==> config.mk <==
export PLATFORM = sky130hd
export DESIGN_NAME = cic_seq
export DESIGN_NICKNAME = d
export VERILOG_FILES = /design/src/rtl/cic_pkg.sv /design/src/rtl/cic_strobe_gen.sv /design/src/rtl/cic_seq.sv
export SDC_FILE = /design/constraint.sdc
export NUM_CORES = 1
export LEC_CHECK = 0
export CAP_MARGIN = 5
export CORE_ASPECT_RATIO = 1.2
export CORE_MARGIN = 2
export CORE_UTILIZATION = 30
export DETAILED_ROUTE_END_ITERATION = 7
export DONT_BUFFER_PORTS = 1
export SKIP_CTS_REPAIR_TIMING = 1
export SLEW_MARGIN = 10
export SYNTH_ARGS = -nofsm -noshare
export SYNTH_HDL_FRONTEND = slang
export SYNTH_SLANG_ARGS = --single-unit
==> constraint.sdc <==
create_clock -name clk -period 2.5 [get_ports clk]
set_input_delay 0 -clock clk [delete_from_list [all_inputs] [get_ports clk]]
set_output_delay 0 -clock clk [all_outputs]
set_load 0.02 [all_outputs]
==> src/rtl/cic_pkg.sv <==
// ============================================================================
//  cic_pkg -- shared types and default parameters for the CIC sequencer.
//  Revision: 1.0
// ============================================================================
`default_nettype none

package cic_pkg;

  localparam int CIC_DW     = 24;
  localparam int CIC_DIV_W  = 8;
  localparam int CIC_SETTLE = 4;
  localparam int DROP_W     = 16;

  typedef enum logic [1:0] {
    ST_IDLE   = 2'd0,
    ST_SETTLE = 2'd1,
    ST_RUN    = 2'd2
  } cic_state_e;

endpackage

`default_nettype wire

==> src/rtl/cic_strobe_gen.sv <==
// ============================================================================
//  cic_strobe_gen -- divided clock-enable strobe and sample register.
//  Revision: 1.0
// ============================================================================
`default_nettype none

module cic_strobe_gen #(
  parameter int DW    = 24,
  parameter int DIV_W = 8
) (
  input  logic             clk,
  input  logic             rst_n,
  input  logic             start_i,
  input  logic             active_i,
  input  logic [DIV_W-1:0] div_i,
  input  logic [DW-1:0]    adc_i,
  output logic             clken_o,
  output logic [DW-1:0]    tdata_o
);

  logic [DIV_W-1:0] div_q;
  logic [DIV_W-1:0] cnt_q, cnt_d;
  logic             clken_q, clken_d;
  logic [DW-1:0]    tdata_q, tdata_d;
  logic             wrap;

  // Counter parks at 0 whenever the sequencer is not actively running.
  always_comb begin
    wrap    = (cnt_q == div_q);
    cnt_d   = '0;
    clken_d = 1'b0;
    tdata_d = tdata_q;
    if (active_i) begin
      cnt_d   = wrap ? '0 : cnt_q + 1'b1;
      clken_d = wrap;
      if (wrap) tdata_d = adc_i;
    end
  end

  always_ff @(posedge clk or negedge rst_n) begin
    if (!rst_n) begin
      div_q   <= '0;
      cnt_q   <= '0;
      clken_q <= 1'b0;
      tdata_q <= '0;
    end else begin
      if (start_i) div_q <= div_i;
      cnt_q   <= cnt_d;
      clken_q <= clken_d;
      tdata_q <= tdata_d;
    end
  end

  assign clken_o = clken_q;
  assign tdata_o = tdata_q;

endmodule

`default_nettype wire

==> src/rtl/cic_seq.sv <==
// ============================================================================
//  cic_seq -- CIC filter sequencer: strobe, settle discard, output hold.
//  Optional: CIC_SEQ_DROP_CNT_EN enables the saturating drop counter.
//  Revision: 1.0
// ============================================================================
`default_nettype none

module cic_seq
  import cic_pkg::*;
#(
  parameter int DW     = CIC_DW,
  parameter int DIV_W  = CIC_DIV_W,
  parameter int SETTLE = CIC_SETTLE
) (
  input  logic              clk,
  input  logic              rst_n,
  input  logic              run,
  input  logic [DIV_W-1:0]  div,
  input  logic [DW-1:0]     adc_in,
  output logic              cic_clken,
  output logic [DW-1:0]     cic_tdata,
  output logic              cic_tvalid,
  input  logic              cic_tready,
  input  logic [DW-1:0]     cic_dout,
  input  logic              cic_dvalid,
  output logic [DW-1:0]     out_data,
  output logic              out_valid,
  input  logic              out_ready,
  output logic              busy,
  output logic              overrun,
  output logic [DROP_W-1:0] drop_cnt
);

  localparam logic [7:0] SETTLE_LAST = 8'(SETTLE - 1);

  cic_state_e    state_q, state_d;
  logic [7:0]    discard_q, discard_d;
  logic [DW-1:0] out_data_q, out_data_d;
  logic          out_valid_q, out_valid_d;
  logic          overrun_q, overrun_d;

  logic start, active, busy_w;
  logic evt, settle_evt, run_evt, settle_done;
  logic load, out_lost, in_lost;

  assign busy_w = (state_q != ST_IDLE);
  assign start  = (state_q == ST_IDLE) && run;
  // Strobes stop on the same edge that returns the FSM to IDLE.
  assign active = busy_w && run;

  cic_strobe_gen #(
    .DW    (DW),
    .DIV_W (DIV_W)
  ) u_strobe (
    .clk      (clk),
    .rst_n    (rst_n),
    .start_i  (start),
    .active_i (active),
    .div_i    (div),
    .adc_i    (adc_in),
    .clken_o  (cic_clken),
    .tdata_o  (cic_tdata)
  );

  assign evt         = cic_clken && cic_dvalid && busy_w;
  assign settle_evt  = evt && (state_q == ST_SETTLE);
  assign run_evt     = evt && (state_q == ST_RUN);
  assign settle_done = settle_evt && (discard_q == SETTLE_LAST);
  assign load        = run_evt && (!out_valid_q || out_ready);
  assign out_lost    = run_evt && out_valid_q && !out_ready;
  assign in_lost     = cic_clken && !cic_tready;

  always_comb begin
    state_d = state_q;
    case (state_q)
      ST_IDLE:   if (run) state_d = ST_SETTLE;
      ST_SETTLE: begin
        if (!run)             state_d = ST_IDLE;
        else if (settle_done) state_d = ST_RUN;
      end
      ST_RUN:    if (!run) state_d = ST_IDLE;
      default:   state_d = ST_IDLE;
    endcase
  end

  always_comb begin
    discard_d   = discard_q;
    out_data_d  = out_data_q;
    out_valid_d = out_valid_q;
    overrun_d   = overrun_q;
    if (start)           discard_d = '0;
    else if (settle_evt) discard_d = discard_q + 1'b1;
    if (load) begin
      out_data_d  = cic_dout;
      out_valid_d = 1'b1;
    end else if (out_ready) begin
      out_valid_d = 1'b0;
    end
    if (start)                    overrun_d = 1'b0;
    else if (out_lost || in_lost) overrun_d = 1'b1;
  end

  always_ff @(posedge clk or negedge rst_n) begin
    if (!rst_n) begin
      state_q     <= ST_IDLE;
      discard_q   <= '0;
      out_data_q  <= '0;
      out_valid_q <= 1'b0;
      overrun_q   <= 1'b0;
    end else begin
      state_q     <= state_d;
      discard_q   <= discard_d;
      out_data_q  <= out_data_d;
      out_valid_q <= out_valid_d;
      overrun_q   <= overrun_d;
    end
  end

`ifdef CIC_SEQ_DROP_CNT_EN
  logic [DROP_W-1:0] drop_q, drop_d;
  logic [DROP_W:0]   drop_sum;

  // Both loss sources may fire together, so the sum can step by 2.
  always_comb begin
    drop_sum = {1'b0, drop_q} + {{DROP_W{1'b0}}, out_lost} + {{DROP_W{1'b0}}, in_lost};
    drop_d   = drop_q;
    if (start)                 drop_d = '0;
    else if (drop_sum[DROP_W]) drop_d = '1;
    else                       drop_d = drop_sum[DROP_W-1:0];
  end

  always_ff @(posedge clk or negedge rst_n) begin
    if (!rst_n) drop_q <= '0;
    else        drop_q <= drop_d;
  end

  assign drop_cnt = drop_q;
`else
  assign drop_cnt = '0;
`endif

  assign cic_tvalid = cic_clken;
  assign out_data   = out_data_q;
  assign out_valid  = out_valid_q;
  assign busy       = busy_w;
  assign overrun    = overrun_q;

endmodule

`default_nettype wire

; ---- Word level (Yosys, flattened, before mapping)
; Index checks and enable logic that the tools add are counted.
[totals]
ff_bits = 77
in_bits = 62
output_inout_bits = 69
elab_cells = 55
[op_classes]
addsub = 2
eq_ne = 7
muxes = 14
n_reduce_logical = 23
[op_table]
columns = operator, n
row1 = 8-bit 2-to-1 mux, 4
row2 = "8-bit by 1-bit adder with 8-bit output, second input constant", 2
row3 = 1-bit logical AND, 11
row4 = "8-bit by 2-bit equality test with 1-bit output, second input constant", 1
row5 = 8-bit equality test, 1
row6 = 2-bit 2-to-1 mux, 4
row7 = 2-bit nonzero test, 4
row8 = 2-bit case mux with 3 select lines, 1
row9 = 1-bit 2-to-1 mux, 5
row10 = "2-bit inequality test, second input constant", 2
row11 = 1-bit zero test, 3
row12 = "3-bit inequality test, second input constant", 1
row13 = 3-bit AND reduction, 1
row14 = "2-bit by 1-bit equality test with 1-bit output, second input constant", 1
row15 = "2-bit equality test, second input constant", 1
row16 = 2-bit zero test, 1
row17 = 1-bit logical OR, 2
row18 = 2-bit AND reduction, 1

; ---- Longest topological paths before layout
[logic_depth]
depth_word = 8
ltp_mapped = 5
mapped_depth_nobuf = 4

; ---- Modules after synthesis
; From an unflattened synthesis, not the netlist that was laid out.
[unflattened]
hier_cells = 246
hier_area_um2 = 3429.5
[by_module_without_submodules]
columns = mod, n_inst, cells_each, area_per_inst_um2, seq_area_each_um2
row1 = cic_strobe_gen, 1, 115, 1770.4, 1026.0
row2 = cic_seq, 1, 131, 1659.1, 900.9

; ---- Worst setup path after synthesis
; OpenSTA, ideal clock, no wires.
[synth_path]
path_type = register to register
start = register state_q[1]
end = register u_strobe.tdata_q[0] (netlist: u_strobe.tdata_o[0])
setup_time_ns = 0.125
arrival_ns = 1.739
required_ns = 2.375
slack_ns = 0.637
stages_incl_launch_ff = 6
n_path_buf = 2
period_less_slack_ns = 1.863
cell_sequence = dfrtp_1 or2_2 clkbuf_1 nor4b_4 buf_6 mux2_2
[synth_between]
elab_chain_cells = 3
[synth_lines]
columns = element, line
row1 = start: declaration, cic_seq.sv:36  ; cic_state_e state_q, state_d;
row2 = start signal: assignment, cic_seq.sv:111  ; state_q <= state_d;
row3 = 2-bit nonzero test, cic_seq.sv:46  ; assign busy_w = (state_q != ST_IDLE);
row4 = named net busy, cic_seq.sv:29  ; output logic busy,
row5 = 1-bit logical AND, cic_seq.sv:49  ; assign active = busy_w && run;
row6 = 2-bit AND reduction (no source line), --
row7 = end signal: assignment, cic_strobe_gen.sv:50  ; tdata_q <= tdata_d;
row8 = end: declaration, cic_strobe_gen.sv:24  ; logic [DW-1:0] tdata_q, tdata_d;
; The timed path passes the listed nets, and every way through them passes these cells.
; A chain may end at the register's enable or synchronous reset.

; ---- Worst setup path after layout
[layout_path]
start = register u_strobe.cnt_q[4]
end = register u_strobe.tdata_q[8] (netlist: u_strobe.tdata_o[8])
[layout_between]
elab_chain_cells = 2
[layout_lines]
columns = element, line
row1 = start: declaration, cic_strobe_gen.sv:22  ; logic [DIV_W-1:0] cnt_q, cnt_d;
row2 = start signal: assignment, cic_strobe_gen.sv:48  ; cnt_q <= cnt_d;
row3 = 8-bit equality test, cic_strobe_gen.sv:29  ; wrap = (cnt_q == div_q);
row4 = 2-bit AND reduction (no source line), --
; Every way passes these cells.

==> metrics.csv <==
stage;metric;value;unit
drt;routed_wl;6.63;mm
drt;vias;1978;
layout;regArea;1930;sq um
layout;drive_gt1_share;26.5;%
cts;clkTransAtPathRegs;60;ps
logic_synthesis;ys_types;32;
power;irDropWorstVdd;0.272;mV
drt;drtIter0Drc;50;
logic_synthesis;ys_ff_latch;77;
sta;tightest_slew;602;ps
sta;fmax;0.521;GHz
logic_synthesis;synthTopCellsByCount;77 x dfrtp_1, 57 x mux2_2, 17 x buf_4;
cts;cts_tree;built;
drt;drc;0;
setup_path;start_kind;flip-flop;
logic_synthesis;synth_seq_area_share;59.3;%
drt;first_pass_iters;4;
logic_synthesis;synth.most_common_cell;dfrtp_1;
sta;finalHoldViolCount;1;
global_routing;track_usage;10.6;%
placed_design;port_buffers;0;
drt;ant_nets;0;
sta;finalCriticalPeriod;1920;ps
drt;via_per_inst;4.55;
setup_path;cp-end-kind;flip-flop;
layout;antenna_cells;0;
setup_path;crit_path_cell_trace;xnor2_1 > nand4_1 > nor4b_4 > buf_4 > mux2_2;
power;leakagePower;2.04;nW
logic_synthesis;synth_top_area_cell;dfrtp_1;
logic_synthesis;synth_area_leaders;dfrtp_1 59%, mux2_2 20%, buf_4 3.9%;
run_status;status;finished with violations;
cts;cts_buffers;9;
logic_synthesis;yosysTopAreaCellShare;59.3;%
setup_path;worstPathMaxFanout;25;
setup_path;crit_type;reg2reg;
logic_synthesis;avgSynthCellArea;13.8;sq um
sta;hold_slack;-23.5;ps
layout;fin_nets;366;
logic_synthesis;synth_edf_count;0;
setup_path;slowest_stage;dfrtp_1;
floorplan;row_count;41;
layout;fillers;997;
floorplan;start_util;30.9;%
drt;wl_per_cell;15.2;microns
placed_design;dpl_cell_area;3330;sq um
logic_synthesis;syn_area;3250;sq um
power;powerDensity;748;nW/um^2
run_status;violations;hold timing;
cts;clk_latency;330;ps
sta;finalSetupViolCount;0;
sta;fin_skew;7.42;ps
global_routing;grt_max_degree;78;
cts;cts_root_buffer;clkbuf_16;
sta;slew_headroom;59.7;%
cts;cts_sinks;77;
global_routing;grt_pass1_vias;1858;
cts;htreeDepth;3;
sta;fin_tns_setup;0;ps
placed_design;dpl.hpwl;4.25;mm
placed_design;place_congestion;0.745;
cts;clockBufferDepth;2;
setup_path;arrival;2130;ps
floorplan;dieArea;11700;sq um
sta;maxSlewViolCount;0;
logic_synthesis;ys_async_sr_fraction;100;%
global_routing;grt-ovfl-total;0;
sta;rsz0062_at_grt;no;
layout;multi_input_area;1190;sq um
global_routing;grt_first_pass_wirelength;9.47;mm
logic_synthesis;synthFlopType;dfrtp_1;
run;maxCapViolCount;0;
layout;finalInstanceArea;4320;sq um
logic_synthesis;yosysWarningCount;0;
min_path;hp-class;in2reg;
floorplan;core_area;10500;sq um
floorplan;chipWidth;99.0;microns
logic_synthesis;syn_inst;235;
global_routing;antenna_found_initial;0;
setup_path;slowest_delay;420;ps
floorplan;dieHeight;118;microns
layout;area_growth;32.9;%
sta;finalCritPeriodShare;76.8;%
floorplan;pin_count;131;
setup_path;required;2710;ps
through the flow:
step                      setup slack (ps)  instances  power [mW]  utilization [%]  hold slack (ps)
after floorplan                        637        250        1.56                -             -296
after global placement                 606        359        1.56             31.7             -294
after global routing                   423        435        3.36             41.1             12.0
final                                  580        435        3.23             41.1            -23.5
after detailed placement               566        359        1.57             31.7             -293
after CTS                              556        374        3.18             35.1             -661
report_power, final:
group	leakage, nW	total [mW]	switching, mW	internal [mW]
combinational	0.815	0.230	0.0964	0.134
clock	0.176	1.58	0.483	1.10
sequential	1.05	1.42	0.106	1.31
total	2.04	3.23	0.685	2.54
cell families after synthesis:
group / after synthesis / synth area share [%]
flops: 77 / 59.3
mux: 57 / 19.7
simple gates: 42 / 7.54
buf+inv: 29 / 5.93
xor+xnor: 20 / 5.39
compound gates: 7 / 1.27
fa+ha+maj: 2 / 0.769
other cells: 1 / 0.115
cell type report:
| class | instances | area share, % |
|---|---|---|
| Timing Repair Buffer | 65 | 15.2 |
| Tap cell | 129 | 3.74 |
| Clock inverter | 4 | 2.78 |
| Sequential cell | 77 | 44.6 |
| Multi-Input combinational cell | 144 | 27.6 |
| Clock buffer | 11 | 5.62 |
| Inverter | 5 | 0.434 |
final timing paths:
check / start / to / slack, ps / depth (start not counted)
hold / removal: cic_dvalid / out_valid$_DFFE_PN0P_ / -20 / 2
hold reg to reg: state_q[1]$_DFFE_PN0P_ / state_q[0]$_DFFE_PN0P_ / 500 / 1
setup / recovery: u_strobe.cnt_q[4]$_DFF_PN0_ / u_strobe.tdata_o[8]$_DFFE_PN0P_ / 580 / 5
min in group asynchronous: rst_n / u_strobe.div_q[1]$_DFFE_PN0P_ / 260 / 2
max in group asynchronous: rst_n / out_data[21]$_DFFE_PN0P_ / 1950 / 2
setup reg to reg: u_strobe.cnt_q[4]$_DFF_PN0_ / u_strobe.tdata_o[8]$_DFFE_PN0P_ / 580 / 5
cells in the final DEF, fill, tap and decap left out, drive strengths merged, types with 2 or more instances in the layout:
master / Yosys / routed
or4: 2 / 2
inv: 5 / 5
nor2: 16 / 16
clkbuf: 1 / 11
conb: 1 / 16
xor2: 10 / 10
and3: 3 / 3
a21oi: 4 / 4
dfrtp: 77 / 77
nand3: 7 / 7
nand4: 4 / 4
mux2: 57 / 57
dlygate4sd3: 0 / 60
bufinv: 0 / 4
ha: 2 / 2
buf: 23 / 5
xnor2: 10 / 10
layer usage:
metal / routed length [microns] / track usage, %
met5: 0 / 0
met3: 504 / 4.22
met2: 3550 / 16.8
met1: 2470 / 11.8
met4: 109 / 6.42
worst max-delay path, delay by kind of cell, from the launching register on:
family                 cells  cell delay, ps
flip-flops                 1             420
buffers and inverters      1             340
multiplexers               1             390
AND/OR/NAND/NOR            2             480
XOR/XNOR                   1             170
state kept, by name, indices dropped and copies added (netlist names):
register          count
overrun               1
u_strobe.tdata_o     24
out_data             24
state_q               2
u_strobe.cnt_q        8
u_strobe.clken_o      1
discard_q             8
u_strobe.div_q        8
out_valid             1
Power figures use the tool's default switching activity.
